--- config.mk ---
export PLATFORM = sky130hd
export DESIGN_NAME = ball_split_ctrl
export DESIGN_NICKNAME = d
export VERILOG_FILES = /design/src/rtl/ball_split_ctrl.sv
export SDC_FILE = /design/constraint.sdc
export NUM_CORES = 1
export LEC_CHECK = 0
export BUFFER_PORTS_ARGS = -buffer_cell sky130_fd_sc_hd__buf_2
export CAP_MARGIN = 20
export CORE_AREA = 2 2 96 98
export CTS_BUF_LIST = sky130_fd_sc_hd__clkbuf_8
export CTS_CLUSTER_SIZE = 40
export DETAILED_ROUTE_END_ITERATION = 8
export DIE_AREA = 0 0 98 100
export GPL_TIMING_DRIVEN = 0
export PLACE_DENSITY = 0.7
export SLEW_MARGIN = 5
export SYNTH_ARGS = -nofsm -noshare
export SYNTH_HDL_FRONTEND = slang
export SYNTH_SLANG_ARGS = --single-unit
export TNS_END_PERCENT = 20
--- constraint.sdc ---
create_clock -name clk_i -period 4.4 [get_ports clk_i]
set_input_delay 0.66 -clock clk_i [delete_from_list [all_inputs] [get_ports clk_i]]
set_output_delay 0.66 -clock clk_i [all_outputs]
set_load 0.02 [all_outputs]
--- src/rtl/ball_split_ctrl.sv ---
// ball_split_ctrl: hit resolver that kills the shot ball once per frame and spawns its two children.
// Ports:
//   clk_i, reset_i (async, active high)
//   start_of_frame_i, game_start_i : one-cycle pulses
//   pixel_x_i, pixel_y_i            : current pixel position
//   shot_request_i, ball_requests_i : shot and per-slot draw requests (heap-ordered slots 0..14)
//   ball_alive_o                    : per-slot alive enables
//   spawn_pulse_o, spawn_x_o/y_o    : one-hot spawn strobe with spawn position
//   hit_pulse_o, hit_size_o         : hit strobe and size of the killed ball (0 huge .. 3 small)
//   level_cleared_o                 : strobe when the last ball dies
module ball_split_ctrl #(
    parameter logic [10:0] START_X      = 11'd320,
    parameter logic [10:0] START_Y      = 11'd100,
    parameter logic [10:0] SPAWN_OFFSET = 11'd16,
    parameter logic [10:0] X_MAX        = 11'd639
) (
    input  logic        clk_i,
    input  logic        reset_i,
    input  logic        start_of_frame_i,
    input  logic        game_start_i,
    input  logic [10:0] pixel_x_i,
    input  logic [10:0] pixel_y_i,
    input  logic        shot_request_i,
    input  logic [14:0] ball_requests_i,
    output logic [14:0] ball_alive_o,
    output logic [14:0] spawn_pulse_o,
    output logic [10:0] spawn_x_o,
    output logic [10:0] spawn_y_o,
    output logic        hit_pulse_o,
    output logic [1:0]  hit_size_o,
    output logic        level_cleared_o
);
    typedef enum logic [2:0] {IDLE, PLAY, KILL, SPAWN_L, SPAWN_R} state_t;
    state_t        state_q;
    logic [14:0]   alive_q, pulse_q, cand;
    logic [10:0]   sx_q, sy_q, hx_q, hy_q, lx, rxc;
    logic          hit_q, clr_q, full_q;
    logic [1:0]    size_q, lvl;
    logic [3:0]    h_q, win, lc, rc;
    logic [11:0]   rx;
    logic signed [11:0] ls;

    assign cand = {15{shot_request_i}} & ball_requests_i & alive_q;

    // Deeper levels are scanned last so they override; descending index keeps the lowest slot of a level.
    always_comb begin
        win = 4'd0;
        for (int i = 2; i >= 1; i--) if (cand[i]) win = 4'(i);
        for (int i = 6; i >= 3; i--) if (cand[i]) win = 4'(i);
        for (int i = 14; i >= 7; i--) if (cand[i]) win = 4'(i);
    end

    assign lvl = (h_q == 4'd0) ? 2'd0 : (h_q <= 4'd2) ? 2'd1 : (h_q <= 4'd6) ? 2'd2 : 2'd3;
    assign lc  = {h_q[2:0], 1'b1};
    assign rc  = lc + 4'd1;
    assign ls  = $signed({1'b0, hx_q}) - $signed({1'b0, SPAWN_OFFSET});
    assign lx  = ls[11] ? 11'd0 : ls[10:0];
    assign rx  = {1'b0, hx_q} + {1'b0, SPAWN_OFFSET};
    assign rxc = (rx > {1'b0, X_MAX}) ? X_MAX : rx[10:0];

    always_ff @(posedge clk_i or posedge reset_i) begin
        if (reset_i) begin
            state_q <= IDLE;
            alive_q <= '0;
            pulse_q <= '0;
            sx_q    <= '0;
            sy_q    <= '0;
            hit_q   <= 1'b0;
            size_q  <= '0;
            clr_q   <= 1'b0;
            full_q  <= 1'b0;
            h_q     <= '0;
            hx_q    <= '0;
            hy_q    <= '0;
        end else begin
            pulse_q <= '0;
            sx_q    <= '0;
            sy_q    <= '0;
            hit_q   <= 1'b0;
            size_q  <= '0;
            clr_q   <= 1'b0;
            case (state_q)
                IDLE: if (game_start_i) begin
                    alive_q <= 15'h0001;
                    pulse_q <= 15'h0001;
                    sx_q    <= START_X;
                    sy_q    <= START_Y;
                    state_q <= PLAY;
                end
                PLAY: begin
                    if (!full_q && cand != '0) begin
                        full_q <= 1'b1;
                        h_q    <= win;
                        hx_q   <= pixel_x_i;
                        hy_q   <= pixel_y_i;
                    end
                    if (start_of_frame_i && full_q) begin
                        alive_q[h_q] <= 1'b0;
                        hit_q        <= 1'b1;
                        size_q       <= lvl;
                        state_q      <= KILL;
                    end else if (alive_q == '0 && !full_q) begin
                        clr_q   <= 1'b1;
                        state_q <= IDLE;
                    end
                end
                KILL: if (lvl == 2'd3) begin
                    full_q  <= 1'b0;
                    state_q <= PLAY;
                end else begin
                    alive_q[lc] <= 1'b1;
                    pulse_q[lc] <= 1'b1;
                    sx_q        <= lx;
                    sy_q        <= hy_q;
                    state_q     <= SPAWN_L;
                end
                SPAWN_L: begin
                    alive_q[rc] <= 1'b1;
                    pulse_q[rc] <= 1'b1;
                    sx_q        <= rxc;
                    sy_q        <= hy_q;
                    state_q     <= SPAWN_R;
                end
                SPAWN_R: begin
                    full_q  <= 1'b0;
                    state_q <= PLAY;
                end
                default: state_q <= IDLE;
            endcase
        end
    end

    assign ball_alive_o    = alive_q;
    assign spawn_pulse_o   = pulse_q;
    assign spawn_x_o       = sx_q;
    assign spawn_y_o       = sy_q;
    assign hit_pulse_o     = hit_q;
    assign hit_size_o      = size_q;
    assign level_cleared_o = clr_q;
endmodule
==> flow_summary_export.csv <==
group,metric,value,unit
yosys,yosys_warnings,0,
yosys,ys_ff_latch,86,
yosys,ys.flop_type,"dfrtp_1",
status,outcome,"complete, no violations",
place,place.gp.congestion,0.960,
routing,drt_pass1_iterations,5,
yosys,syn_area,4010,um2
finish,stdcell_count,586,
global_route,grt_start_max_net_pins,48,
critical_path,cp_max_fo,10,
floorplanning,row_count,35,
clocking,clk_pin_slew_worst_paths,0.08,ns
timing,period_share,49.8,%
critical_path,critPathKind,"reg2reg",
timing,slew_headroom,49.9,%
yosys,yosys-top-cells-area,"dfrtp_1, mux2_4, o22a_1",
critical_path,crit_chain,"buf_2 -> nor2_1 -> nand4_1 -> o31ai_1 -> o221ai_1 -> a211o_1",
clocking,cts_setup_buffers,0,
finish,drive_gt1_share,31.6,%
power,leakage,2.51,nW
floorplanning,die_height,100,um
routing,avgViaCountPerCell,5.63,
yosys,synthCells,362,
finish,diodes,0,
finish,final_area,4850,um2
global_route,antenna_found_initial,0,
yosys,synth_top_area_share,53.7,%
clocking,hold_buffers,0,
finish,syn2layout_area_growth,21.0,%
critical_path,end_kind,"flip-flop",
place,dp.final_hpwl,7410,um
yosys,synth_most_common_cell,"dfrtp_1",
routing,drcViolationCount,0,
global_route,grt_pass1_wl,15900,um
timing,worstMarginPinSlew,0.745,ns
yosys,yosysSeqAreaShare,53.7,%
critical_path,startpoint_type,"flip-flop",
routing,ant_nets,0,
yosys,syn_area_per_cell,11.1,um2
floorplanning,fp.dieW,98,um
floorplanning,core-area,8890,um2
yosys,synth-edff-count,0,
run,maxCapViolCount,0,
yosys,ys_async_sr_fraction,100,%
routing,wire_per_inst,16.7,um
clocking,cts_inserted_buffers,9,
clocking,cts_sinks,86,
yosys,syn_nets,410,
floorplanning,start_util,45.1,%
clocking,ctsHtreeMaxLevel,3,
routing,routed_wl,9790,um
critical_path,cpMaxStageDelayCell,"o31ai_1",
timing,fin_skew,0.00862,ns
clocking,cts_max_path_buffers,2,
clocking,ctsRootBufferMaster,"clkbuf_8",
place,dpl.cell_count,571,
floorplanning,io_pins,98,
yosys,synthTopCellsByCount,"dfrtp_1, nand2_1, a21oi_1",
power,ir_drop,0.378,mV
worst_hold_path,hold_class,"in2async",
power,powerDensity,730,nW/um2
yosys,synth_top_cell_by_area,"dfrtp_1",
routing,drtIter0Drc,145,
timing,setup_viol,0,
clocking,cts_tree,"done",
finish,nNetsFinal,519,
timing,rsz0062_at_grt,"false",
timing,report.final.hold_viol_count,0,
floorplanning,die-area,9800,um2
global_route,grt_pass1_vias,3265,
timing,fin_crit,2.19,ns
place,postPlaceCellArea,4660,um2
clocking,clk_latency,0.35,ns
timing,finalMaxSlewViolations,0,
clocking,postCtsResizedCells,0,
routing,vias,3298,
critical_path,worst_path_largest_cell_delay,0.65,ns
critical_path,worstPathArrival,2.44,ns
timing,finalSetupTns,0,ns
timing,fmax,456,MHz
global_route,grt.overflow.total,0,
critical_path,crit_required,4.65,ns
global_route,grt_usage,20.6,%
yosys,yosysUniqueCellTypes,58,
place,port_buffers,97,
## cells by family (layout without fill, tap and decap cells)
group	after synthesis	count (layout)	share of synthesized area (%)
xor gates and xnor gates	5	5	1.09
AOI/OAI and AO/OA	100	100	17.7
and+or+nand+nor	114	114	15.1
buffers and inverters	31	144	3.84
adders and majority gates	6	6	1.87
muxes	20	20	6.71
DFF	86	86	53.7
## flip-flops by register name, summed over array words and instances, names as in the netlist
name and flops:
hit_pulse_o 1, hit_size_o 2, level_cleared_o 1, full_q 1
spawn_y_o 11, state_q 3, h_q 4, hx_q 11
spawn_pulse_o 15, ball_alive_o 15, hy_q 11, spawn_x_o 11
## power by group
group	switching (mW)	internal, mW	leakage [nW]
clock network	0.270	0.271	0.0993
registers	0.227	1.07	1.13
logic	0.994	0.709	1.28
total	1.49	2.05	2.51
## layer usage
layer,up-vias,track usage [%],routed length [um]
met2,133,33.0,4760
li1,1533,-,-
met4,0,9.51,257
met3,23,5.22,740
met1,1609,26.4,4040
met5,-,0,0
## cell type report
cell class,instances,area [um2]
clock inverters,5,51.3
clock buffers,10,138
fillers,821,4040
plain buffers,19,109
flip-flops and latches,86,2150
inverters,12,47.5
multi-input cells,245,1700
repair buffers,98,513
well taps,111,139
## worst max-delay path: cells and delay by family, from the launching register on
kind	cells	cell delay, ns
buf+inv	1	0.18
flops	1	0.39
compound gates	3	1.19
simple gates	2	0.32
## stage by stage
| step | utilization (%) | hold slack, ns | setup slack, ns | total power [mW] |
|---|---|---|---|---|
| floorplan | - | 0.443 | 1.52 | 2.51 |
| global placement | 52.1 | 0.457 | 0.636 | 2.96 |
| detailed placement | 52.5 | 0.468 | 1.95 | 3.01 |
| CTS | 54.6 | 0.353 | 2.21 | 3.56 |
| global route | 54.6 | 0.376 | 1.96 | 3.80 |
| finish | 54.6 | 0.342 | 2.21 | 3.54 |
## cell usage in the layout, fill, tap and decap left out, drive strengths merged, types with 4 or more instances in the layout
master / count
buf: 107
nand3: 8
a21o: 6
nand2b: 9
a31oi: 9
and2: 12
dfrtp: 86
nor3: 8
xnor2: 4
ha: 6
nor4: 7
a21oi: 24
o22a: 14
or3: 4
clkbuf: 20
and3: 4
nor2b: 7
inv: 13
mux2: 19
nand2: 29
o21ai: 16
nor2: 17
nand4: 4
## final timing paths
path                                startpoint                    endpoint  slack (ns)  depth (start not counted)
min reg2reg                hy_q[2]$_DFFE_PP0P_      spawn_y_o[2]$_DFF_PP0_        0.49                          2
min                                    reset_i      spawn_y_o[9]$_DFF_PP0_        0.34                          2
max reg2reg                hx_q[6]$_DFFE_PP0P_      spawn_x_o[6]$_DFF_PP0_        2.21                          6
max                        hx_q[6]$_DFFE_PP0P_      spawn_x_o[6]$_DFF_PP0_        2.21                          6
max in group asynchronous              reset_i  spawn_pulse_o[2]$_DFF_PP0_        3.46                          3
min in group clk_i         hy_q[2]$_DFFE_PP0P_      spawn_y_o[2]$_DFF_PP0_        0.49                          2
Power figures use the tool's default switching activity.
